`src/rtl/bit_serializer_piso_if.sv`:
```
// ============================================================================
//  Module   : bit_serializer_piso_if
//  Purpose  : Parallel word handshake in, serial bit stream out.
//  Revision : 1.0 - initial release
// ============================================================================
`default_nettype none

interface bit_serializer_piso_if #(
    parameter int WIDTH = 8
);
    logic [WIDTH-1:0] in_data;
    logic             in_valid;
    logic             in_ready;
    logic             dout;
    logic             dout_valid;
    logic             dout_last;

    modport master (
        output in_data,
        output in_valid,
        input  in_ready,
        input  dout,
        input  dout_valid,
        input  dout_last
    );

    modport slave (
        input  in_data,
        input  in_valid,
        output in_ready,
        output dout,
        output dout_valid,
        output dout_last
    );
endinterface

`default_nettype wire

```
`src/rtl/bit_serializer_piso.sv`:
```
// ============================================================================
//  Module   : bit_serializer_piso
//  Purpose  : PISO serializer with one-word hold register for gapless output.
//  Revision : 1.0 - initial release
// ============================================================================
`default_nettype none

module bit_serializer_piso #(
    parameter int WIDTH     = 8,
    parameter bit MSB_FIRST = 1'b1,
    parameter bit IDLE_BIT  = 1'b0
) (
    input wire logic             clk,
    input wire logic             rst,
    bit_serializer_piso_if.slave bus
);

    typedef enum logic [0:0] {
        S_IDLE  = 1'b0,
        S_SHIFT = 1'b1
    } state_t;

    localparam int         c_HEAD = MSB_FIRST ? WIDTH - 1 : 0;
    localparam logic [4:0] c_LAST = 5'(WIDTH - 1);

    state_t           state_q, state_d;
    logic [WIDTH-1:0] shreg_q, shreg_d;
    logic [WIDTH-1:0] hold_q, hold_d;
    logic             hold_valid_q, hold_valid_d;
    logic [4:0]       cnt_q, cnt_d;
    logic             dout_q, dout_valid_q, dout_last_q;
    logic             w_accept;
    logic [WIDTH-1:0] w_shifted;

    generate
        if (MSB_FIRST) begin : g_msb_first
            assign w_shifted = {shreg_q[WIDTH-2:0], 1'b0};
        end else begin : g_lsb_first
            assign w_shifted = {1'b0, shreg_q[WIDTH-1:1]};
        end
    endgenerate

    assign bus.in_ready   = rst & ~hold_valid_q;
    assign w_accept       = bus.in_valid & bus.in_ready;
    assign bus.dout       = dout_q;
    assign bus.dout_valid = dout_valid_q;
    assign bus.dout_last  = dout_last_q;

    always_comb begin
        state_d      = state_q;
        shreg_d      = shreg_q;
        hold_d       = hold_q;
        hold_valid_d = hold_valid_q;
        cnt_d        = cnt_q;
        case (state_q)
            S_IDLE: begin
                if (w_accept) begin
                    state_d = S_SHIFT;
                    shreg_d = bus.in_data;
                    cnt_d   = 5'd0;
                end
            end
            S_SHIFT: begin
                if (cnt_q != c_LAST) begin
                    shreg_d = w_shifted;
                    cnt_d   = cnt_q + 5'd1;
                    if (w_accept) begin
                        hold_d       = bus.in_data;
                        hold_valid_d = 1'b1;
                    end
                end else begin
                    // Last bit: held word wins over a bypass word from the bus.
                    cnt_d = 5'd0;
                    if (hold_valid_q) begin
                        shreg_d      = hold_q;
                        hold_valid_d = 1'b0;
                    end else if (w_accept) begin
                        shreg_d = bus.in_data;
                    end else begin
                        state_d = S_IDLE;
                    end
                end
            end
            default: state_d = S_IDLE;
        endcase
    end

    always_ff @(posedge clk) begin
        if (!rst) begin
            state_q      <= S_IDLE;
            shreg_q      <= '0;
            hold_q       <= '0;
            hold_valid_q <= 1'b0;
            cnt_q        <= 5'd0;
            dout_q       <= IDLE_BIT;
            dout_valid_q <= 1'b0;
            dout_last_q  <= 1'b0;
        end else begin
            state_q      <= state_d;
            shreg_q      <= shreg_d;
            hold_q       <= hold_d;
            hold_valid_q <= hold_valid_d;
            cnt_q        <= cnt_d;
            dout_q       <= (state_d == S_SHIFT) ? shreg_d[c_HEAD] : IDLE_BIT;
            dout_valid_q <= (state_d == S_SHIFT);
            dout_last_q  <= (state_d == S_SHIFT) && (cnt_d == c_LAST);
        end
    end

endmodule

`default_nettype wire

```
`src/flat_wrapper.sv`:
```
// flat-port wrapper written by rule: the top's interface ports become plain ports
module bit_serializer_piso_flat 
#(
    parameter int WIDTH     = 8,
    parameter bit MSB_FIRST = 1'b1,
    parameter bit IDLE_BIT  = 1'b0
)
  (clk, rst, bus_in_data, bus_in_valid, bus_in_ready, bus_dout, bus_dout_valid, bus_dout_last);
  bit_serializer_piso_if #(.WIDTH(WIDTH)) bus_i ();
  input wire logic clk;
  input wire logic rst;
  input wire logic [$bits(bus_i.in_data)-1:0] bus_in_data;
  input wire logic [$bits(bus_i.in_valid)-1:0] bus_in_valid;
  output wire logic [$bits(bus_i.in_ready)-1:0] bus_in_ready;
  output wire logic [$bits(bus_i.dout)-1:0] bus_dout;
  output wire logic [$bits(bus_i.dout_valid)-1:0] bus_dout_valid;
  output wire logic [$bits(bus_i.dout_last)-1:0] bus_dout_last;
  assign bus_i.in_data = bus_in_data;
  assign bus_i.in_valid = bus_in_valid;
  assign bus_in_ready = bus_i.in_ready;
  assign bus_dout = bus_i.dout;
  assign bus_dout_valid = bus_i.dout_valid;
  assign bus_dout_last = bus_i.dout_last;
  bit_serializer_piso #(.WIDTH(WIDTH), .MSB_FIRST(MSB_FIRST), .IDLE_BIT(IDLE_BIT)) u_core (.clk(clk), .rst(rst), .bus(bus_i));
endmodule
```
`config.mk`:
```
export PLATFORM = sky130hd
export DESIGN_NAME = bit_serializer_piso_flat
export DESIGN_NICKNAME = d
export VERILOG_FILES = /design/src/rtl/bit_serializer_piso_if.sv /design/src/rtl/bit_serializer_piso.sv /design/src/flat_wrapper.sv
export SDC_FILE = /design/constraint.sdc
export NUM_CORES = 1
export LEC_CHECK = 0
export ABC_AREA = 0
export CORE_ASPECT_RATIO = 0.5
export CORE_UTILIZATION = 30
export DETAILED_ROUTE_END_ITERATION = 16
export SYNTH_ARGS = -nofsm -noshare
export SYNTH_HDL_FRONTEND = slang
export SYNTH_SLANG_ARGS = --single-unit
```
`constraint.sdc`:
```
create_clock -name clk -period 1.9 [get_ports clk]
set_input_delay 0.285 -clock clk [delete_from_list [all_inputs] [get_ports clk]]
set_output_delay 0.285 -clock clk [all_outputs]
set_load 0.01 [all_outputs]
```
==> out/results.tsv <==
stage	metric	value	unit
status	status	finished, final reports clean	
cells_and_area	Fillers	379	
worst_setup_path	maximum fanout along the worst path	5	
synthesis	Post-Syn Area per Cell	8.97	sq um
synthesis	EDFF count, synth	0	
clock_network	setup bufs post-CTS	0	
worst_setup_path	Critical Path RT	1.62	ns
synthesis	Netlist cell types	35	
timing	Max Clock Skew	0.00479	ns
timing	Max-slew headroom	76.3	%
cells_and_area	layout cell share with drive strength beyond 1	11.0	%
detailed_routing	DRC Markers	0	
synthesis	most common cell in the synthesized netlist	dfxtp_1	
synthesis	async set-reset flop share out of synthesis	0	%
detailed_routing	Routed WL	2510	um
global_route	largest net degree at the start of global routing	15	
synthesis	synth top area cells	dfxtp_1 43%, mux2i_1 9.5%, nand2_1 6.2%, o221ai_1 4.5%, a31oi_1 3.2%	
timing	final setup vio count	0	
cells_and_area	post-layout util	39.5	%
worst_setup_path	CP arrival	1.50	ns
worst_setup_path	crit end category	primary output	
cells_and_area	FF/Latch Area	500	sq um
global_route	global-route wire length before repair	4130	um
floorplan	Starting Density	32.5	%
timing	Fmax	559	MHz
clock_network	Num CTS Buffers	3	
clock_network	Max clock buf depth	2	
worst_setup_path	CP Cell Sequence	clkdlybuf4s50_1 > inv_1 > nor2_1 > clkdlybuf4s50_1	
global_route	initial antenna violation count	0	
global_route	Congestion Overflow GR	0	
cells_and_area	area of the multi-input gates	601	sq um
power	P per Cell Area	731	nW/um^2
timing	Worst Hold Slack	0.482	ns
timing	Worst-Margin Slew	0.355	ns
global_route	All-Layer GR Usage	12.9	%
clock_network	Skew-Pair Late Insertion Delay	0.27	ns
synthesis	area of the mapped netlist	1160	sq um
synthesis	register area share after synthesis	43.2	%
global_route	vias in the first global route	899	
floorplan	width of the chip	89.8	um
flow_run	MaxCap Viol Count	0	
placed_design	Placer Congestion	0.740	
synthesis	top-area cell type share of the netlist area	43.2	%
detailed_routing	WL/cell	12.8	um
power	Leak Pwr	0.000551	uW
synthesis	Net Count, Synth	141	
detailed_routing	First-pass DRT Iterations	4	
placed_design	DP Area	1360	sq um
synthesis	Top FF cell, synth	dfxtp_1	
floorplan	die area	4130	sq um
floorplan	Die Ht	45.9	um
clock_network	CTS tree	yes	
synthesis	Mapped Cells	129	
timing	Setup TNS Final	0	ns
placed_design	DPL Wire Length	1760	um
timing	Slew Limit Fails	0	
cells_and_area	P&R area growth vs syn	21.6	%
synthesis	leading area contributor after synthesis	dfxtp_1	
clock_network	root buffer cell	clkbuf_8	
placed_design	PortBufs	14	
timing	final period utilization	94.1	%
detailed_routing	post-DR vias/cell	4.94	
floorplan	I/O pins	15	
min_path	Worst Hold Class	flip-flop to flip-flop	
synthesis	register bit total from synthesis	25	
synthesis	synth cell count leaders	25 x dfxtp_1, 19 x nand2_1, 11 x mux2i_1	
worst_setup_path	Setup CP Type	input port to primary output	
detailed_routing	initial drt markers	58	
floorplan	CORE AREA	3570	sq um
power	Peak supply drop	0.278	mV
synthesis	Ys Warns	0	
floorplan	Row Count	15	
cells_and_area	ANT cells	0	
timing	Final min period	1.79	ns
cells_and_area	final instance area	1410	sq um
timing	RSZ-0062 raised after global routing	false	
timing	final hold viol count	0	
detailed_routing	Vias	969	
worst_setup_path	CP max stage delay	0.54	ns
clock_network	clock-pin slew on the worst setup and hold paths	0.09	ns
clock_network	Clock Sinks	25	
cells_and_area	Final nets	158	
clock_network	CTS HTree Levels	1	
worst_setup_path	most frequent CP cell	clkdlybuf4s50_1	
worst_setup_path	CP Launch Type	input port	
worst_setup_path	critical path's slowest cell	clkdlybuf4s50_1	
detailed_routing	Routed Antenna Nets	0	
cell type report:
type,count,share of cell area (%)
clock inverters,1,0.356
inverters,3,0.800
multi-input cells,93,42.7
flip-flops and latches,25,35.6
well taps,51,4.53
clock buffers,3,2.93
repair buffers,20,13.2
power by group:
part,internal (uW),leakage (uW),switching (uW)
registers,550,0.000204,21.4
clock network,146,0.0000255,165
logic,76.3,0.000322,70.2
metrics by stage:
| step | cells | total power, uW | setup slack (ns) |
|---|---|---|---|
| 2_1_floorplan | 129 | 668 | 0.369 |
| 4_1_cts | 196 | 1050 | 0.101 |
| 3_5_place_dp | 192 | 730 | 0.0208 |
| 3_3_place_gp | 192 | 730 | 0.0703 |
| 6_report | 196 | 1030 | 0.112 |
| 5_1_grt | 196 | 1090 | 0.0464 |
placed cells by master, fill, tap and decap left out, types with 3 or more instances in the layout:
cell	count
mux2i_1	11
inv_1	3
clkdlybuf4s50_1	14
nand2b_1	3
nand2_1	19
o21ai_0	3
nand3_1	6
dfxtp_1	25
a31oi_1	6
clkbuf_8	3
a21oi_1	4
o221ai_1	6
and2_1	4
nor2_1	10
buf_4	6
sequential cells by signal (all words and copies together) (netlist names):
register,cells
u_core.hold_q,8
u_core.shreg_q,8
u_core.cnt_q,5
u_core.bus.dout,1
u_core.bus.dout_last,1
u_core.hold_valid_q,1
u_core.state_q,1
worst max-delay path: cells and delay by family:
kind                   cells  cell delay (ns)
and+or+nand+nor            1             0.08
buffers and inverters      3             1.14
per-layer routing:
layer,vias to the layer above,global-route usage [%],wire [um]
met5,-,0,0
met3,2,3.50,72
met4,0,4.59,17
met1,454,17.0,1310
li1,496,-,-
met2,17,20.9,1110
final timing paths:
path / start / end / slack (ns) / cells after the start
setup reg to reg: u_core.cnt_q[0] / u_core.shreg_q[1] / 0.23 / 5
setup / recovery: rst / bus_in_ready / 0.11 / 4
hold reg to reg: u_core.shreg_q[6] / u_core.shreg_q[6] / 0.48 / 2
hold / removal: u_core.shreg_q[6] / u_core.shreg_q[6] / 0.48 / 2
cell families after synthesis:
logic type	after synthesis	synth area share [%]
flip-flops	25	43.2
buffers and inverters	11	5.08
XOR/XNOR	1	0.757
AND/OR/NAND/NOR	55	24.8
AO/OA/AOI/OAI	23	13.6
adder cells (fa/ha/maj)	1	1.08
multiplexers	13	11.5
repair_timing:
action                                  4_1_cts  5_1_grt
gates resized for setup                       0        1
endpoints found under the setup margin        0        1
hold buffers                                  0        0
(Power assumes the default switching activity.)
